[src/rtl/vga_pkg.sv]
// vga_pkg -- shared VGA constants and types for the layer compositor slice.
//   640x480@60 timing constants (11-bit counters), the RGB332 colour type,
//   the transparent mask value, and the per-pixel timing tag that travels
//   down the compositor delay line.
package vga_pkg;

  typedef logic [7:0] rgb332_t;

  localparam logic [10:0] H_ACTIVE     = 11'd640;
  localparam logic [10:0] H_TOTAL      = 11'd800;
  localparam logic [10:0] H_SYNC_START = 11'd656;
  localparam logic [10:0] H_SYNC_END   = 11'd751;

  localparam logic [10:0] V_ACTIVE     = 11'd480;
  localparam logic [10:0] V_TOTAL      = 11'd525;
  localparam logic [10:0] V_SYNC_START = 11'd490;
  localparam logic [10:0] V_SYNC_END   = 11'd491;

  localparam rgb332_t MASK_VALUE = 8'h62;

  // Timing attributes of one requested pixel, carried alongside its colour.
  typedef struct packed {
    logic active;
    logic hsync;
    logic vsync;
  } timing_t;

  // Blanked pixel with both syncs released (active-low syncs idle high).
  localparam timing_t TIMING_IDLE = '{active: 1'b0, hsync: 1'b1, vsync: 1'b1};

endpackage

[src/rtl/layer_compositor_if.sv]
// layer_compositor_if -- pixel request/response bus between the compositor
// and its sprite/HUD responders.
//   requested_x/y : scan coordinates broadcast to every responder
//   frame_start   : one-clock pulse at (0,480)
//   layer_colors  : one RGB332 answer per layer, LAYER_LAT clocks later
// Modports: master = compositor, slave = responder side.
interface layer_compositor_if
  import vga_pkg::*;
#(
  parameter int NUM_LAYERS = 4
);

  logic [0:10]                    requested_x;
  logic [0:10]                    requested_y;
  logic                           frame_start;
  rgb332_t [NUM_LAYERS-1:0]       layer_colors;

  modport master (
    output requested_x,
    output requested_y,
    output frame_start,
    input  layer_colors
  );

  modport slave (
    input  requested_x,
    input  requested_y,
    input  frame_start,
    output layer_colors
  );

endinterface

[src/rtl/layer_compositor_scan_timing_gen.sv]
// scan_timing_gen -- 800x525 scan counter and request-side timing decode.
//   clk, reset    : pixel clock, synchronous active-high reset
//   h_cnt, v_cnt  : registered scan position (0..799, 0..524)
//   active        : position lies inside the 640x480 visible area
//   hs_raw/vs_raw : active-low syncs for the requested position (undelayed)
//   frame_start   : high for the single clock where position is (0,480)
module scan_timing_gen
  import vga_pkg::*;
(
  input  logic        clk,
  input  logic        reset,
  output logic [10:0] h_cnt,
  output logic [10:0] v_cnt,
  output logic        active,
  output logic        hs_raw,
  output logic        vs_raw,
  output logic        frame_start
);

  // NOTE: state registers use non-blocking assignments so every register
  // samples the pre-edge values of the others, independent of statement order.
  always_ff @(posedge clk) begin
    if (reset) begin
      h_cnt <= '0;
      v_cnt <= '0;
    end else if (h_cnt == H_TOTAL - 11'd1) begin
      h_cnt <= '0;
      v_cnt <= (v_cnt == V_TOTAL - 11'd1) ? 11'd0 : v_cnt + 11'd1;
    end else begin
      h_cnt <= h_cnt + 11'd1;
    end
  end

  // Pure decodes of the counter registers, so they line up with requested_x/y.
  assign active      = (h_cnt < H_ACTIVE) && (v_cnt < V_ACTIVE);
  assign hs_raw      = !((h_cnt >= H_SYNC_START) && (h_cnt <= H_SYNC_END));
  assign vs_raw      = !((v_cnt >= V_SYNC_START) && (v_cnt <= V_SYNC_END));
  assign frame_start = (h_cnt == 11'd0) && (v_cnt == V_ACTIVE);

endmodule

[src/rtl/layer_compositor.sv]
// layer_compositor -- pixel-request initiator and priority layer merger.
//   clk, reset      : pixel clock, synchronous active-high reset
//   bus (master)    : requested_x/y, frame_start out; layer_colors in
//   pixel_color     : merged RGB332 colour, 0 outside the visible area
//   vga_hs, vga_vs  : active-low syncs, delayed identically to colour
//   blank_n         : high during active video
//   collision_mask  : previous frame's per-layer collisions; present only
//                     when LAYER_COMPOSITOR_COLLISION_EN is defined
// Parameters: NUM_LAYERS (layer 0 = highest priority), LAYER_LAT (1..4,
// responder latency in clocks), BG_COLOR (used when every layer is masked).
// Total latency from a request to its output pixel is LAYER_LAT+1 clocks.
module layer_compositor
  import vga_pkg::*;
#(
  parameter int      NUM_LAYERS = 4,
  parameter int      LAYER_LAT  = 2,
  parameter rgb332_t BG_COLOR   = 8'h00
) (
  input  logic                    clk,
  input  logic                    reset,
  layer_compositor_if.master      bus,
  output rgb332_t                 pixel_color,
  output logic                    vga_hs,
  output logic                    vga_vs,
  output logic                    blank_n
`ifdef LAYER_COMPOSITOR_COLLISION_EN
  , output logic [NUM_LAYERS-1:0] collision_mask
`endif
);

  logic [10:0] h_cnt;
  logic [10:0] v_cnt;
  logic        req_active;
  logic        req_hs;
  logic        req_vs;
  logic        frame_start;

  scan_timing_gen u_scan (
    .clk         (clk),
    .reset       (reset),
    .h_cnt       (h_cnt),
    .v_cnt       (v_cnt),
    .active      (req_active),
    .hs_raw      (req_hs),
    .vs_raw      (req_vs),
    .frame_start (frame_start)
  );

  assign bus.requested_x = h_cnt;
  assign bus.requested_y = v_cnt;
  assign bus.frame_start = frame_start;

  // Timing tags wait LAYER_LAT clocks so they meet the responders' colours.
  timing_t [LAYER_LAT-1:0] dly;
  timing_t                 aligned;

  // NOTE: the delay line is reset (unlike a data pipeline) because its active
  // bit gates the output; stale stages would leak a partial line after reset.
  always_ff @(posedge clk) begin
    if (reset) begin
      for (int i = 0; i < LAYER_LAT; i++) dly[i] <= TIMING_IDLE;
    end else begin
      dly[0] <= '{active: req_active, hsync: req_hs, vsync: req_vs};
      for (int i = 1; i < LAYER_LAT; i++) dly[i] <= dly[i-1];
    end
  end

  assign aligned = dly[LAYER_LAT-1];

  // Priority select: scan from lowest priority up so the lowest-index
  // non-mask layer is the last assignment and wins.
  rgb332_t merged;

  // NOTE: default assignment first so every path drives merged; without it
  // the all-masked case would infer a latch.
  always_comb begin
    merged = BG_COLOR;
    for (int i = NUM_LAYERS - 1; i >= 0; i--) begin
      if (bus.layer_colors[i] != MASK_VALUE) merged = bus.layer_colors[i];
    end
  end

  // Colour is only looked at when active, so blank-time garbage is harmless.
  always_ff @(posedge clk) begin
    if (reset) begin
      pixel_color <= '0;
      vga_hs      <= 1'b1;
      vga_vs      <= 1'b1;
      blank_n     <= 1'b0;
    end else begin
      pixel_color <= aligned.active ? merged : 8'h00;
      vga_hs      <= aligned.hsync;
      vga_vs      <= aligned.vsync;
      blank_n     <= aligned.active;
    end
  end

`ifdef LAYER_COMPOSITOR_COLLISION_EN
  logic [NUM_LAYERS-1:0] opaque;
  logic [NUM_LAYERS-1:0] coll_acc;

  always_comb begin
    opaque = '0;
    for (int i = 0; i < NUM_LAYERS; i++) opaque[i] = (bus.layer_colors[i] != MASK_VALUE);
  end

  // Sticky per-frame accumulator, published and cleared at frame_start. The
  // pipeline has long drained by (0,480), so the publish clock never overlaps
  // an active pixel.
  always_ff @(posedge clk) begin
    if (reset) begin
      coll_acc       <= '0;
      collision_mask <= '0;
    end else if (frame_start) begin
      collision_mask <= coll_acc;
      coll_acc       <= '0;
    end else if (aligned.active && ($countones(opaque) > 1)) begin
      coll_acc <= coll_acc | opaque;
    end
  end
`endif

endmodule

[src/flat_wrapper.sv]
// flat-port wrapper written by rule: the top's interface ports become plain ports
module layer_compositor_flat import vga_pkg::*;
#(
  parameter int      NUM_LAYERS = 4,
  parameter int      LAYER_LAT  = 2,
  parameter rgb332_t BG_COLOR   = 8'h00
)
  (clk, reset, pixel_color, vga_hs, vga_vs, blank_n, bus_requested_x, bus_requested_y, bus_frame_start, bus_layer_colors);
  layer_compositor_if #(.NUM_LAYERS(NUM_LAYERS)) bus_i ();
  input  logic clk;
  input  logic reset;
  output rgb332_t pixel_color;
  output logic vga_hs;
  output logic vga_vs;
  output logic blank_n;
  output wire logic [$bits(bus_i.requested_x)-1:0] bus_requested_x;
  output wire logic [$bits(bus_i.requested_y)-1:0] bus_requested_y;
  output wire logic [$bits(bus_i.frame_start)-1:0] bus_frame_start;
  input wire logic [$bits(bus_i.layer_colors)-1:0] bus_layer_colors;
  assign bus_requested_x = bus_i.requested_x;
  assign bus_requested_y = bus_i.requested_y;
  assign bus_frame_start = bus_i.frame_start;
  assign bus_i.layer_colors = bus_layer_colors;
  layer_compositor #(.NUM_LAYERS(NUM_LAYERS), .LAYER_LAT(LAYER_LAT), .BG_COLOR(BG_COLOR)) u_core (.clk(clk), .reset(reset), .bus(bus_i), .pixel_color(pixel_color), .vga_hs(vga_hs), .vga_vs(vga_vs), .blank_n(blank_n));
endmodule
[config.mk]
export PLATFORM = sky130hd
export DESIGN_NAME = layer_compositor_flat
export DESIGN_NICKNAME = d
export VERILOG_FILES = /design/src/rtl/vga_pkg.sv /design/src/rtl/layer_compositor_if.sv /design/src/rtl/layer_compositor_scan_timing_gen.sv /design/src/rtl/layer_compositor.sv /design/src/flat_wrapper.sv
export SDC_FILE = /design/constraint.sdc
export NUM_CORES = 1
export LEC_CHECK = 0
export ABC_AREA = 1
export BUFFER_PORTS_ARGS = -buffer_cell sky130_fd_sc_hd__buf_2
export CAP_MARGIN = 10
export CORE_MARGIN = 10
export CORE_UTILIZATION = 30
export DETAILED_ROUTE_END_ITERATION = 7
export PLACE_DENSITY = 0.58
export SLEW_MARGIN = 20
export SYNTH_ARGS = -nofsm -noshare
export SYNTH_HDL_FRONTEND = slang
export SYNTH_SLANG_ARGS = --single-unit
[constraint.sdc]
create_clock -name clk -period 1.99 [get_ports clk]
set_input_delay 0.199 -clock clk [delete_from_list [all_inputs] [get_ports clk]]
set_output_delay 0.199 -clock clk [all_outputs]
set_load 0.05 [all_outputs]
Word-level counts from Yosys, hierarchy flattened --
Index checks and enable logic that the tools add are counted.
Storage, ports and cells: output and inout port bits 34, word-level logic and storage cells 42, register bits after elaboration 39, input port bits 34
Cells by class: bitwise operators 1, reduce and logical (&&, ||, !) cells 9, add/sub/neg operators 2, order comparisons 6, equal/unequal tests 7, mux-type cells 5
Operators by type and width (count):
- $mux 8 | 4
- $ne 8x7->1 const B | 4
- $add 11x1->11 const B | 2
- $eq 11x10->1 const B | 2
- $eq 11x9->1 const B | 1
- $ge 11x10->1 const B | 1
- $ge 11x9->1 const B | 1
- $le 11x10->1 const B | 1
- $le 11x9->1 const B | 1
- $logic_not 11->1 | 1
- $lt 11x10->1 const B | 1
- $lt 11x9->1 const B | 1
- $mux 11 | 1
- $logic_and 1x1->1 | 4
- $reduce_or 2->1 | 2
- $logic_not 1->1 | 2
- $not 1->1 | 1

Logic depth before layout (Yosys ltp) --
depth in word-level cells 5, depth in mapped cells 10, mapped depth without buffers 10

Modules after synthesis --
Synthesis repeated with hierarchy kept, for this count alone.
Unflattened totals: cells, all modules 333, area total of the unflattened synthesis 2194.6 sq um
Modules (own cells, without submodules):
- scan_timing_gen | times used 1, cells an instance 215, seq. area each 440.4 sq um, area each 1368.8 sq um
- layer_compositor | times used 1, cells an instance 118, seq. area each 340.3 sq um, area each 825.8 sq um

Least setup slack after synthesis --
OpenSTA, ideal clock, no wires.
path type reg-to-output, start point register u_core.u_scan.v_cnt[6], end point output bus_frame_start, arrival time 2587 ps, slack -796 ps, cell stages (with the launch flop) 5, data required time 1791 ps, path through dfxtp_1 nand2_1 nor2_1 nand4_1 nor4_1
On the way: cells in the longest elaborated chain, start to end 2
RTL lines:
- start: declaration | RTL line layer_compositor_scan_timing_gen.sv:13 | output logic [10:0] v_cnt,
- start signal: assignment | RTL line layer_compositor_scan_timing_gen.sv:28 | v_cnt <= (v_cnt == V_TOTAL - 11'd1) ? 11'd0 : v_cnt + 11'd1;
- $eq 11x9->1 | RTL line layer_compositor_scan_timing_gen.sv:38 | assign frame_start = (h_cnt == 11'd0) && (v_cnt == V_ACTIVE);
- $logic_and 1x1->1 | RTL line layer_compositor_scan_timing_gen.sv:38
- end: declaration | RTL line flat_wrapper.sv:18 | output wire logic [$bits(bus_i.frame_start)-1:0] bus_frame_start;
No other way between the ends.

Final worst setup path --
start point register u_core.u_scan.v_cnt[0], end point output bus_frame_start
The elaborated chain is that of the path after synthesis.

==> run metrics <==
ratio of final minimum period to clock period=95.0%; Synth cell types=34; Critical Path Most Common Cell=inv_1; Syn Inst Count=a little over 300; status=completed; Worst Setup End Kind=primary output; setup bufs post-CTS=0; vias per cell=4.54; io pins=roughly 70; Fill cells=~750; Psw=around 0.00041 W; final slew viol count=0; WL/cell=12.4 um; post-synthesis sequential area ratio=between 30% and 40%; Final Hold Viols=0; setup_tns=0 ns; core area=6790 um2; combinational power share=a little under a tenth; crit-path cells=inv_1 -> ha_1 -> inv_1 -> nor2_1 -> nand2_1 -> nor4_4 -> clkbuf_4; clk buf depth=2; Synth Register Bits=39; FF/Latch Area=roughly 800 um2; Pwr Total=between 0.0015 and 0.002 W; min Tclk post-route=1.89 ns; DPL Wire Length=roughly 4900 um; CTS Root Cell=clkbuf_8; Hold Buf Count CTS=0; H-Tree Depth=2; antenna violations before repair=0; # DRC=0; Reg power frac=a little over half; footprint of the multi-input gates=between 1000 and 1500 um2; drt pass-1 iters=5; crit path kind=reg2out; first-pass GRT wire length=around 9700 um; GRT Overall Usage=10.8%; Clock Skew=around 0.011 ns; P_leak=between 1 and 1.5 nW; Die W=104 um; antenna cells=0; total global routing overflow=0; DRT iter0 DRCs=between 100 and 150; PortBufs=67; Max Cap Violations=0; starting density of the core=a little under a third; vias in the first global route=~2000; synthesis-to-layout area growth=27.5%; Syn Std Cell Area=2110 um2; internal power=roughly 0.0011 W; Via Count=~2200; Peak Freq=around 530 MHz; critical path arrival=approximately 1.7 ns; slowest library cell on the worst path=dfxtp_1; CTS Buf Count=5; Die Height=about 100 um; CP Data Required Time=~1.8 ns; CP max stage delay=0.39 ns; clock power share=between 30 and 40%; Mapped Nets=343; worst slew pin tran=about 0.35 ns; Sink Count=39; largest net degree at the start of global routing=15; # nets final=~420; post-route ant nets=0; Power Dens Cells=~560 nW/um2; worst skew pair latency=~0.30 ns; synth warn=0; hold crit path type=in2reg; Placer Congestion=0.877; WL final=between 5000 and 6000 um; Final Setup Violations=0; CTS tree=built; Worst-path clk slew=about 0.090 ns; num rows=30; Sw Ratio=between 20% and 30%; Worst slew margin=about 77%; Worst Setup Start Kind=flip-flop; VDD IR-drop max=between 0.2 and 0.3 mV; RSZ-0062 raised after global routing=no; die area=~11000 um2; worst-path maximum fanout=7; syn avg cell area=between 6 and 7 um2; fraction of layout cells with a size suffix above 1=between 20 and 30%
final timing paths:
kind	startpoint	to	slack, ns	cells past startpoint
max	u_core.u_scan.v_cnt[0]	bus_frame_start	0.1	7
max reg2reg	u_core.u_scan.h_cnt[0]	u_core.u_scan.v_cnt[10]	0.39	7
min	bus_layer_colors[7]	u_core.pixel_color[7]	0.15	3
min reg2reg	u_core.dly[2]	u_core.aligned[2]	0.40	2
power by group through the flow:
stage,clock (W),combinational (W),sequential (W)
3_3_place_gp,0,0.000145,0.000817
3_5_place_dp,0,0.000146,0.000817
6_report,0.000564,0.000145,0.000799
2_1_floorplan,0,0.0000514,0.000853
4_1_cts,0.000583,0.000147,0.000799
5_1_grt,0.000617,0.000161,0.000801
Yosys cell counts (all sizes together):
cell    instances  share of area, %
xnor2           1              0.42
clkbuf          1              0.18
nor3b           1              0.36
and2            1              0.30
nand3b          1              0.36
a31oi           1              0.30
a21oi          22               5.2
o21ai           9               2.7
or2             4               1.2
nor2           39               8.6
nor4            2              0.59
ha              4               2.4
nor3           12               3.4
dfxtp          39                37
xor2            5               2.1
inv            49               8.9
o211a           1              0.48
o21bai          1              0.53
nand4          11               4.0
o31ai           1              0.36
nand3          24               6.2
a211oi          1              0.36
nand2          75                14
critical path: cells and delay by family, from the launching register on:
| family | cells | cell delay, ns |
|---|---|---|
| buffers and inverters | 3 | 0.46 |
| AND/OR/NAND/NOR | 3 | 0.40 |
| flip-flops | 1 | 0.39 |
| adder cells (fa/ha/maj) | 1 | 0.14 |
what timing repair did:
item	in CTS	in global routing
gates resized for setup	0	2
setup endpoints to repair	0	1
hold endpoints to repair	0	0
cell usage in the layout, fill, tap and decap left out, drive strengths merged:
master,instances
nand2,75
buf,68
inv,50
dfxtp,39
nor2,39
nand3,24
a21oi,22
nor3,12
nand4,11
o21ai,9
clkbuf,6
xor2,5
or2,4
ha,4
clkinvlp,2
nor4,2
and2,1
a211oi,1
o31ai,1
xnor2,1
a31oi,1
o211a,1
nor3b,1
nand3b,1
o21bai,1
per-layer routing:
layer,track usage (%),routed length (um),up-vias
met3,2.85,309,5
met2,17.2,2850,60
met1,13.8,2710,972
li1,-,-,1130
met4,3.48,51,0
met5,0,0,-
cell type report:
type,instances,area share [%]
Timing Repair Buffer,69,13.1
Sequential cell,39,29.1
Clock inverter,3,0.885
Multi-Input combinational cell,216,42.9
Tap cell,96,4.47
Clock buffer,5,2.56
Inverter,49,6.94
metrics by stage:
stage / utilization (%) / std cells / cell area [um2] / hold WS, ns / setup WS, ns
after floorplan: - / 305 / 2120 / 0.306 / 0.0566
after detailed placement: 38.1 / 469 / 2590 / 0.395 / 0.369
after global placement: 38.1 / 469 / 2590 / 0.393 / 0.385
final: 39.5 / 477 / 2690 / 0.145 / 0.0993
after global routing: 39.5 / 477 / 2690 / 0.142 / 0.0166
after CTS: 39.4 / 477 / 2680 / 0.137 / 0.0291
flip-flops by register name, indices dropped and copies added, names as in the netlist:
signal / flops
u_core.aligned: 3
u_core.blank_n: 1
u_core.dly: 3
u_core.pixel_color: 8
u_core.u_scan.h_cnt: 11
u_core.u_scan.v_cnt: 11
u_core.vga_hs: 1
u_core.vga_vs: 1
logic make-up after synthesis:
logic type	Yosys count	share of synthesized area (%)
adders and majority gates	4	2.38
and+or+nand+nor	170	39.1
xor gates and xnor gates	6	2.50
DFF	39	37.1
buffers and inverters	50	9.03
AOI/OAI and AO/OA	36	9.92
(Power assumes the default switching activity.)
